--- src/rtl/dac_spi_tx.sv ---
// Serial DAC transmitter: 12-bit sample plus 4-bit control nibble, shifted MSB-first under CS.
// Optional macro DAC_TX_FRAME_CNT_EN adds an 8-bit completed-frame counter output.
module dac_spi_tx #(
  parameter logic [3:0] CTRL_BITS  = 4'b0000,
  parameter int         GAP_CYCLES = 2          // legal range 1..255
) (
  input  logic        SCLK,
  input  logic        reset,
  input  logic        tx_en,
  input  logic [11:0] data_in,
  output logic        ready,
  output logic        SDO,
  output logic        CS,
  output logic        tx_done_tick
`ifdef DAC_TX_FRAME_CNT_EN
  ,
  output logic [7:0]  frame_cnt
`endif
);

  // Handshake: a frame starts on the rising edge where ready=1 and tx_en=1;
  // tx_en seen while ready=0 is dropped, never queued.

  typedef enum logic [1:0] {
    IDLE  = 2'd0,
    SHIFT = 2'd1,
    GAP   = 2'd2
  } state_t;

  localparam logic [7:0] GAP_LOAD = 8'(GAP_CYCLES - 1);

  state_t      state_q, state_d;
  logic [15:0] shift_q, shift_d;
  logic [3:0]  bit_cnt_q, bit_cnt_d;
  logic [7:0]  gap_cnt_q, gap_cnt_d;
  logic        cs_q, cs_d;
  logic        sdo_q, sdo_d;
  logic        ready_q, ready_d;
  logic        done_q, done_d;
  logic [15:0] frame_w;

  assign frame_w = {CTRL_BITS, data_in};

  always_ff @(posedge SCLK) begin
    if (reset) begin
      state_q   <= IDLE;
      shift_q   <= '0;
      bit_cnt_q <= '0;
      gap_cnt_q <= '0;
      cs_q      <= 1'b1;
      sdo_q     <= 1'b0;
      ready_q   <= 1'b1;
      done_q    <= 1'b0;
    end else begin
      state_q   <= state_d;
      shift_q   <= shift_d;
      bit_cnt_q <= bit_cnt_d;
      gap_cnt_q <= gap_cnt_d;
      cs_q      <= cs_d;
      sdo_q     <= sdo_d;
      ready_q   <= ready_d;
      done_q    <= done_d;
    end
  end

  always_comb begin
    state_d   = state_q;
    shift_d   = shift_q;
    bit_cnt_d = bit_cnt_q;
    gap_cnt_d = gap_cnt_q;
    cs_d      = cs_q;
    sdo_d     = sdo_q;
    ready_d   = ready_q;
    done_d    = 1'b0;
    case (state_q)
      IDLE: begin
        if (tx_en) begin
          shift_d   = frame_w;
          sdo_d     = frame_w[15];
          cs_d      = 1'b0;
          ready_d   = 1'b0;
          bit_cnt_d = 4'd15;
          state_d   = SHIFT;
        end
      end
      SHIFT: begin
        // bit_cnt counts bits still to present after the MSB went out on the accept edge
        if (bit_cnt_q != 4'd0) begin
          sdo_d     = shift_q[14];
          shift_d   = {shift_q[14:0], 1'b0};
          bit_cnt_d = bit_cnt_q - 4'd1;
        end else begin
          cs_d      = 1'b1;
          sdo_d     = 1'b0;
          done_d    = 1'b1;
          gap_cnt_d = GAP_LOAD;
          state_d   = GAP;
        end
      end
      GAP: begin
        if (gap_cnt_q == 8'd0) begin
          ready_d = 1'b1;
          state_d = IDLE;
        end else begin
          gap_cnt_d = gap_cnt_q - 8'd1;
        end
      end
      default: begin
        state_d = IDLE;
        cs_d    = 1'b1;
        sdo_d   = 1'b0;
        ready_d = 1'b1;
      end
    endcase
  end

  assign ready        = ready_q;
  assign SDO          = sdo_q;
  assign CS           = cs_q;
  assign tx_done_tick = done_q;

`ifdef DAC_TX_FRAME_CNT_EN
  logic [7:0] frame_cnt_q, frame_cnt_d;

  // Advances with tx_done_tick, so aborted frames are never counted.
  always_comb begin
    frame_cnt_d = frame_cnt_q;
    if (done_d) frame_cnt_d = frame_cnt_q + 8'd1;
  end

  always_ff @(posedge SCLK) begin
    if (reset) frame_cnt_q <= '0;
    else       frame_cnt_q <= frame_cnt_d;
  end

  assign frame_cnt = frame_cnt_q;
`endif

endmodule

--- config.mk ---
export PLATFORM = sky130hd
export DESIGN_NAME = dac_spi_tx
export DESIGN_NICKNAME = d
export VERILOG_FILES = /design/src/rtl/dac_spi_tx.sv
export SDC_FILE = /design/constraint.sdc
export NUM_CORES = 1
export LEC_CHECK = 0
export ABC_CLOCK_PERIOD_IN_PS = 1700
export CAP_MARGIN = 20
export CORE_ASPECT_RATIO = 0.8
export CORE_MARGIN = 2
export CORE_UTILIZATION = 48
export CTS_CLUSTER_DIAMETER = 200
export DETAILED_ROUTE_END_ITERATION = 7
export GPL_TIMING_DRIVEN = 0
export PLACE_DENSITY = 0.77
export SYNTH_ARGS = -nofsm -noshare
export SYNTH_HDL_FRONTEND = slang
export SYNTH_SLANG_ARGS = --single-unit
--- constraint.sdc ---
create_clock -name SCLK -period 1.7 [get_ports SCLK]
set_input_delay 0.17 -clock SCLK [delete_from_list [all_inputs] [get_ports SCLK]]
set_output_delay 0.17 -clock SCLK [all_outputs]
set_load 0.005 [all_outputs]
# Word-level counts from Yosys, hierarchy flattened
# Index checks and enable logic that the tools add are counted.
[classes]
bitwise = 2
muxes = 21
add_sub_neg = 2
eq_ne = 7
n_reduce_logical = 12
[op_table]
columns = ["cell", "n"]
rows = [
  ["$mux 15", 2],
  ["$pmux 15 s2", 1],
  ["$mux 8", 2],
  ["$pmux 8 s2", 1],
  ["$reduce_and 3->1", 5],
  ["$ne 2x2->1 const B", 5],
  ["$pmux 1 s3", 3],
  ["$logic_not 8->1", 1],
  ["$mux 4", 2],
  ["$pmux 4 s2", 1],
  ["$sub 8x1->8 const B", 1],
  ["$mux 2", 3],
  ["$pmux 2 s3", 1],
  ["$mux 1", 5],
  ["$reduce_bool 2->1", 2],
  ["$reduce_bool 4->1", 1],
  ["$sub 4x1->4 const B", 1],
  ["$eq 2x1->1 const B", 1],
  ["$eq 2x2->1 const B", 1],
  ["$logic_not 2->1", 1],
  ["$not 1->1", 2],
  ["$reduce_and 2->1", 1],
  ["$reduce_or 2->1", 1],
]
[totals]
ff_bits = 33
output_inout_bits = 4
word_cells = 52
inputBits = 15

# Depth between registers and ports, before layout
# Gate-level depths: netlist of run 1.
[logic_depth]
depth_word = 3
ltp_mapped = 7
depth_no_buf = 6

# Worst setup path before layout of run 1
# No wires, ideal clock.
[synth_timing]
path_type = "register to register"
from = "reg gap_cnt_q[0]"
to = "reg gap_cnt_q[1]"
path_stages_with_launch = 8
setup_time_ns = 0.065
path_buffers = 1
period_less_slack_ns = 1.734
t_required_ns = 1.635
t_arrival_ns = 1.669
slack_ns = -0.034
cell_sequence = "dfxtp_1 > inv_1 > ha_1 > or3b_2 > clkbuf_1 > o21a_1 > mux2_2 > nor2_1"
[synth_between]
elab_chain_len = 3
elab_cells_between_ends = 6
cone_classes = "add/sub (1); eq/ne (1); mux (2); reduce/logical (2)"
[synth_lines]
columns = ["element", "line", "text"]
rows = [
  ["start, declared", "35", "logic [7:0] gap_cnt_q, gap_cnt_d;"],
  ["start signal, assigned", "58", "gap_cnt_q <= gap_cnt_d;"],
  ["$sub 8x1->8 / $logic_not 8->1 (equally long branches)", "105, 101", ""],
  ["$mux 8 / $ne 2x2->1 (equally long branches)", "-", ""],
  ["$pmux 8 s2 / $reduce_and 3->1 (equally long branches)", "-", ""],
]
# Several ways; a longest one is shown, not always the timed one. The select of a mux whose other input is x is not followed.
# A chain may end at the register's enable or synchronous reset.

# Worst setup path after layout of run 1
[layout_timing]
from = "reg gap_cnt_q[2]"
to = "reg gap_cnt_q[6]"
# Same word-level chain as after synthesis.

==> reports/metrics.cfg, run 1 <==
[die]
core_area_um2 = 2830
die_area_um2 = 3520
fp-row-count = 17
die_h_um = 53.5
die_x_um = 65.9
ioPinCount = 19
initial_core_util_pct = 51.9

[synthesis]
ys_ff_latch = 33
synth_seq_area_share_pct = 45.0
async_flop_share_pct = 0
yosysMostFrequentCell = dfxtp_1
ys_warn_count = 0
synth.distinct_cells = 29
synth_common_cells = 33 x dfxtp_1, 29 x nand2_1, 24 x nor2_1, 13 x a311oi_1
synth.largest_area_cell = dfxtp_1
synth_fp_nets = 196
synthFlopType = dfxtp_1
syn_area_um2 = 1470
yosys-top-cells-area = dfxtp_1 45%, a311oi_1 7.8%, nand2_1 7.4%, nor2_1 6.1%, a21oi_1 3.1%
syn_area_per_cell_um2 = 8.25
postSynthCellCount = 178
yosys.area.top_type_share_pct = 45.0
synth_edf_count = 0

[timing]
skew_ns = 0.00123
drv_slew = 0
period_needed_ns = 1.63
fin_crit_sh_pct = 95.8
hold_slack_ns = 0.309
rsz0062_at_grt = no
worst_pin_slew_ns = 0.499
finalSetupViolations = 0
max_slew_margin_pct = 66.7
max_freq_mhz = 614
hold_violations = 0

[routing]
finalWirelength_um = 3320
drc_errors = 0
initialDrtViolationCount = 102
firstDrtPassIters = 4
dr_total_vias = 1305
wl_per_cell_um = 13.8
ant_nets = 0
avgViaCountPerCell = 5.41

[setup_path]
crit_buf_inv = 0
endpoint_kind = flip-flop
max_stage_delay_ns = 0.58
cp_data_arrival_time_ns = 1.85
slowest_stage = or4_4
path_cells = or4_4 -> or4_1 -> a21oi_1
start_kind = flip-flop
path_class = flip-flop to flip-flop
critPathRequiredTime_ns = 1.92
critical-path-top-delay-family = simple AND/OR/NAND/NOR gates
cp_max_fo = 6

[final_layout]
fin_cells = 241
fillCellCount = 236
nNetsFinal = 220
multi_input_area_um2 = 776
area_delta_synth_final_pct = 25.5
final_core_util_pct = 65.1
regArea_um2 = 669
num_antenna_cells = 0
drive_gt1_share_pct = 17.2

[min_path]
hold_class = input port to flip-flop

[placed_design]
io_buffers = 17
placed_cells = 233
place.gp.congestion = 0.877
dp_hpwl_um = 2290

[clock_tree]
clock-sinks = 33
cts.path.max_buffers = 2
h-tree-depth = 2
clkLatencyLatePin_ns = 0.28
clkTransAtPathRegs_ns = 0.07
cts_root_buf = clkbuf_8
tritoncts = done
cts_made_buffers = 5
cts_hold_buf = 0

[power]
power_frac_seq_pct = 48.5
clock_power_share_pct = 30.4
leakage_nw = 0.675
power_density_nw_per_um2 = 1010
power_mw = 1.86
p_int_mw = 1.31
p_switching_mw = 0.549
p_comb_share_pct = 21.1
vdd_drop_max_mv = 0.644
p_sw_share_pct = 29.5

[global_routing]
grt_pass1_vias = 1210
overflow = 0
grt_usage_pct = 20.6
grt_max_degree = 11
antenna_found_initial = 0
grt_pass1_wl_um = 5290

[outcome]
status = finished, final reports clean

[flow_run]
maxCapViolations = 0

-- per-layer routing --
layer	global-route usage, %	vias up	wire, µm
met5	0	-	0
li1	-	676	-
met3	5.11	7	134
met1	24.8	595	1570
met2	34.2	27	1560
met4	10.8	0	58
-- per-stage QoR --
stage / TNS [ns] / cell area [µm²] / setup slack, ns
after floorplan: 0 / 1490 / 0.0595
after global placement: -3.87 / 1710 / -0.370
after detailed placement: -4.89 / 1710 / -0.423
after CTS: -0.0395 / 1820 / -0.0310
after global routing: 0 / 1840 / 0.00232
final: 0 / 1840 / 0.0716
-- timing repair --
item / 4_1_cts / 5_1_grt
gates cloned: 0 / 0
endpoints found under the setup margin: 21 / 24
setup buffers: 2 / 2
pin swaps: 1 / 3
resized for setup: 12 / 11
-- power by group through the flow --
stage / logic (mW) / registers [mW] / clock network [mW]
2_1_floorplan: 0.254 / 0.902 / 0
3_3_place_gp: 0.344 / 0.911 / 0
3_5_place_dp: 0.362 / 0.914 / 0
4_1_cts: 0.375 / 0.896 / 0.573
5_1_grt: 0.437 / 0.910 / 0.602
6_report: 0.393 / 0.901 / 0.565
-- cell type report --
type,count,share of cell area [%]
multi-input combinational,126,42.1
sequential,33,36.3
timing repair buffer,21,10.9
clock buffer,6,3.94
tap,38,2.58
buffer,8,2.24
inverter,7,1.43
clock inverter,2,0.543
-- path summary, 6_finish.rpt --
kind / from / endpoint / slack (ns) / depth (start not counted)
worst max-delay path: gap_cnt_q[2] / gap_cnt_q[6] / 0.07 / 3
worst min-delay path: reset / shift_q[11] / 0.31 / 2
worst max register to register: gap_cnt_q[2] / gap_cnt_q[6] / 0.07 / 3
worst min register to register: bit_cnt_q[0] / bit_cnt_q[0] / 0.46 / 1
-- sequential cells by signal, indices dropped and copies added (netlist names) --
name	count
CS	1
SDO	1
bit_cnt_q	4
gap_cnt_q	8
ready	1
shift_q	15
state_q	2
tx_done_tick	1
-- placed cells by master, fill, tap and decap left out, types with 5 or more instances in the layout --
cell	n
clkdlybuf4s50_1	17
dfxtp_1	28
nor2_1	23
a21oi_1	9
inv_1	5
clkbuf_1	5
nand2_1	28
clkbuf_8	5
a311oi_1	13
nor3_1	5
-- logic make-up (layout without fill, tap and decap cells) --
group	Yosys count	after routing	share of synthesized area (%)
XOR/XNOR	5	5	2.98
AO/OA/AOI/OAI	40	40	19.5
flip-flops	33	33	45.0
AND/OR/NAND/NOR	77	77	23.9
adder cells (fa/ha/maj)	3	3	2.56
multiplexers	1	1	0.767
buffers and inverters	19	44	5.28
Note: power is estimated with default switching activity, not from simulation.
==> inputs of run 2 (changes only) <==
--- a/config.mk
+++ b/config.mk
@@ -11,9 +11,12 @@
 export CORE_MARGIN = 2
 export CORE_UTILIZATION = 48
 export CTS_CLUSTER_DIAMETER = 200
+export CTS_CLUSTER_SIZE = 28
 export DETAILED_ROUTE_END_ITERATION = 7
 export GPL_TIMING_DRIVEN = 0
+export MAX_ROUTING_LAYER = met4
 export PLACE_DENSITY = 0.77
+export SETUP_SLACK_MARGIN = 0.05
 export SYNTH_ARGS = -nofsm -noshare
 export SYNTH_HDL_FRONTEND = slang
 export SYNTH_SLANG_ARGS = --single-unit
==> run 2 against run 1 <==
  * Worst setup slack better by 0.030 ns
  * Wire length is 5.1% higher
  * Hold slack improved by 0.0040 ns
  * Clock-buffer cell count unchanged
  * Via count is 5.1% higher
  * Fmax grew 1.9%
  * Sequential power hardly changed
  * Utilization increased by 1.8 points
  * Total power increased by 1.6%
  * Final cell count is 1.2% higher
  * First-iteration DRC count decreased by 21%
  * Combinational power is 7.1% higher
==> reports/metrics.cfg, run 2 (synthesis gave the netlist of run 1 again) <==
[clock_tree]
clkLatencyLatePin_ns = 0.28  ; about the same
clock-sinks = 33  ; unchanged
cts_hold_buf = 0  ; unchanged
cts_root_buf = clkbuf_8
cts.path.max_buffers = 2  ; unchanged
h-tree-depth = 2  ; unchanged
tritoncts = done
clkTransAtPathRegs_ns = 0.07  ; about the same
cts_made_buffers = 5  ; unchanged

[power]
power_density_nw_per_um2 = 998  ; -1.1%
p_sw_share_pct = 29.9  ; +0.36 points
p_int_mw = 1.33  ; +1.1%
power_mw = 1.89  ; +1.6%
p_switching_mw = 0.565  ; +2.9%
leakage_nw = 0.697  ; +3.3%
p_comb_share_pct = 22.3  ; +1.2 points
vdd_drop_max_mv = 0.641  ; -0.41%
clock_power_share_pct = 30.0  ; -0.4 points
power_frac_seq_pct = 47.7  ; -0.8 points

[final_layout]
nNetsFinal = 223  ; +1.4%
largest_reg_flops = 15  ; unchanged
final_cell_mix = 28 x nand2_1, 27 x dfxtp_1, 23 x nor2_1
top_register = shift_q
reg.largest.list = shift_q (15), gap_cnt_q (8), bit_cnt_q (4)
final_core_util_pct = 67.0  ; +1.8 points
drive_gt1_share_pct = 19.9  ; +2.7 points
fillCellCount = 228  ; -3.4%
area_delta_synth_final_pct = 29.0
mostFrequentLayoutCell = nand2_1
num_antenna_cells = 0  ; unchanged

[routing]
drc_errors = 0  ; unchanged
firstDrtPassIters = 4  ; unchanged
wl_per_cell_um = 14.3  ; +3.8%
finalWirelength_um = 3490  ; +5.1%
ant_nets = 0  ; unchanged
dr_total_vias = 1372  ; +5.1%
initialDrtViolationCount = 81  ; -21%
avgViaCountPerCell = 5.62  ; +3.8%

[setup_path]
endpoint_kind = flip-flop
cp_data_arrival_time_ns = 1.79  ; -0.06 ns
path_class = flip-flop to flip-flop
critPathRequiredTime_ns = 1.89  ; -0.03 ns
crit_start = bit_cnt_q[0]
start_kind = flip-flop
r2r_start = bit_cnt_q[0]
cp_max_fo = 6  ; unchanged

[min_path]
hold_start = reset
hold_class = input port to flip-flop

[global_routing]
overflow = 0  ; unchanged
antenna_found_initial = 0  ; unchanged
grtUsageMet1_pct = 25.7  ; +0.91 points
busiest_layer = met2
grt_usage_pct = 21.7  ; +1.1 points
met3_usage_pct = 5.11  ; unchanged
grt_pass1_vias = 1233  ; +1.9%
grt_pass1_wl_um = 5420  ; +2.5%
grtUsageMet2_pct = 34.3  ; +0.17 points
grt_max_degree = 11  ; unchanged

[timing]
worst_pin_slew_ns = 0.509  ; +0.0108 ns
rsz0062_at_grt = yes
skew_ns = 0.00200  ; +0.000776 ns
hold_violations = 0  ; unchanged
fin_crit_sh_pct = 94.0  ; -1.7 points
period_needed_ns = 1.60  ; -0.0297 ns
max_freq_mhz = 626  ; +1.9%
drv_slew = 0  ; unchanged
max_slew_margin_pct = 66.0  ; -0.65 points
finalSetupViolations = 0  ; unchanged

[die]
die_x_um = 65.9  ; unchanged
fp-row-count = 17  ; unchanged
die_h_um = 53.5  ; unchanged
die_area_um2 = 3520  ; unchanged
core_area_um2 = 2830  ; unchanged
ioPinCount = 19  ; unchanged
initial_core_util_pct = 51.9  ; unchanged

[placed_design]
io_buffers = 17  ; unchanged
dp_hpwl_um = 2290  ; unchanged
place.gp.congestion = 0.891  ; +1.7%

[flow_run]
maxCapViolations = 0  ; unchanged

[outcome]
status = finished, final reports clean

-- run 2: changes by cell type in the layout (fill, tap and decap cells not counted), sizes merged --
cell    before  now
buf          6    8
clkbuf      12   13
-- run 2: final timing paths --
kind                  end  slack [ns]  cells after the start
max            shift_q[6]        0.10                      7
min           shift_q[11]        0.31                      2
max reg2reg    shift_q[6]        0.10                      7
min reg2reg  bit_cnt_q[0]        0.45                      1
-- run 2: worst max-delay path: stages (launching register included) --
cell	delay, ns
dfxtp_2	0.35
inv_1	0.05
ha_1	0.23
nor3b_4	0.18
o21ai_4	0.24
buf_4	0.19
nor2_1	0.04
a311oi_1	0.23
-- run 2: cell type report --
| class | instances | area [µm²] | share of cell area, % |
|---|---|---|---|
| Buffer | 9 | 47.5 | 2.51 |
| Clock buffer | 6 | 72.6 | 3.83 |
| Clock inverter | 2 | 10.0 | 0.528 |
| Inverter | 7 | 26.3 | 1.39 |
| Multi-Input combinational cell | 126 | 802 | 42.3 |
| Sequential cell | 33 | 673 | 35.5 |
| Tap cell | 38 | 47.5 | 2.51 |
| Timing Repair Buffer | 23 | 215 | 11.4 |
-- run 2: power by group through the flow --
stage | clock (mW) | combinational (mW) | sequential (mW)
2_1_floorplan | 0 | 0.254 | 0.902
3_3_place_gp | 0 | 0.344 | 0.911
3_5_place_dp | 0 | 0.362 | 0.914
4_1_cts | 0.573 | 0.380 | 0.895
5_1_grt | 0.610 | 0.465 | 0.910
6_report | 0.567 | 0.421 | 0.902
-- run 2: what timing repair did --
action	in CTS	in global routing
cloned	0	1
buffers inserted	4	1
pin swaps	2	3
gates resized for setup	16	17
setup endpoints to repair	22	27
-- run 2: per-layer routing --
layer / vias up / routed length [µm]
li1: 679 / -
met5: - / 0
met3: 9 / 184
met2: 50 / 1670
met1: 634 / 1570
met4: 0 / 75
-- run 2: stage by stage --
step / hold WS [ns] / setup WS [ns] / setup TNS (ns) / cell area, µm² / std cells
finish: 0.313 / 0.101 / 0 / 1890 / 244
global placement: 0.443 / -0.370 / -3.87 / 1710 / 233
CTS: 0.301 / 0.0166 / 0 / 1850 / 243
detailed placement: 0.450 / -0.423 / -4.89 / 1710 / 233
global route: 0.361 / 0.00473 / 0 / 1890 / 244
floorplan: 0.306 / 0.0595 / 0 / 1490 / 178
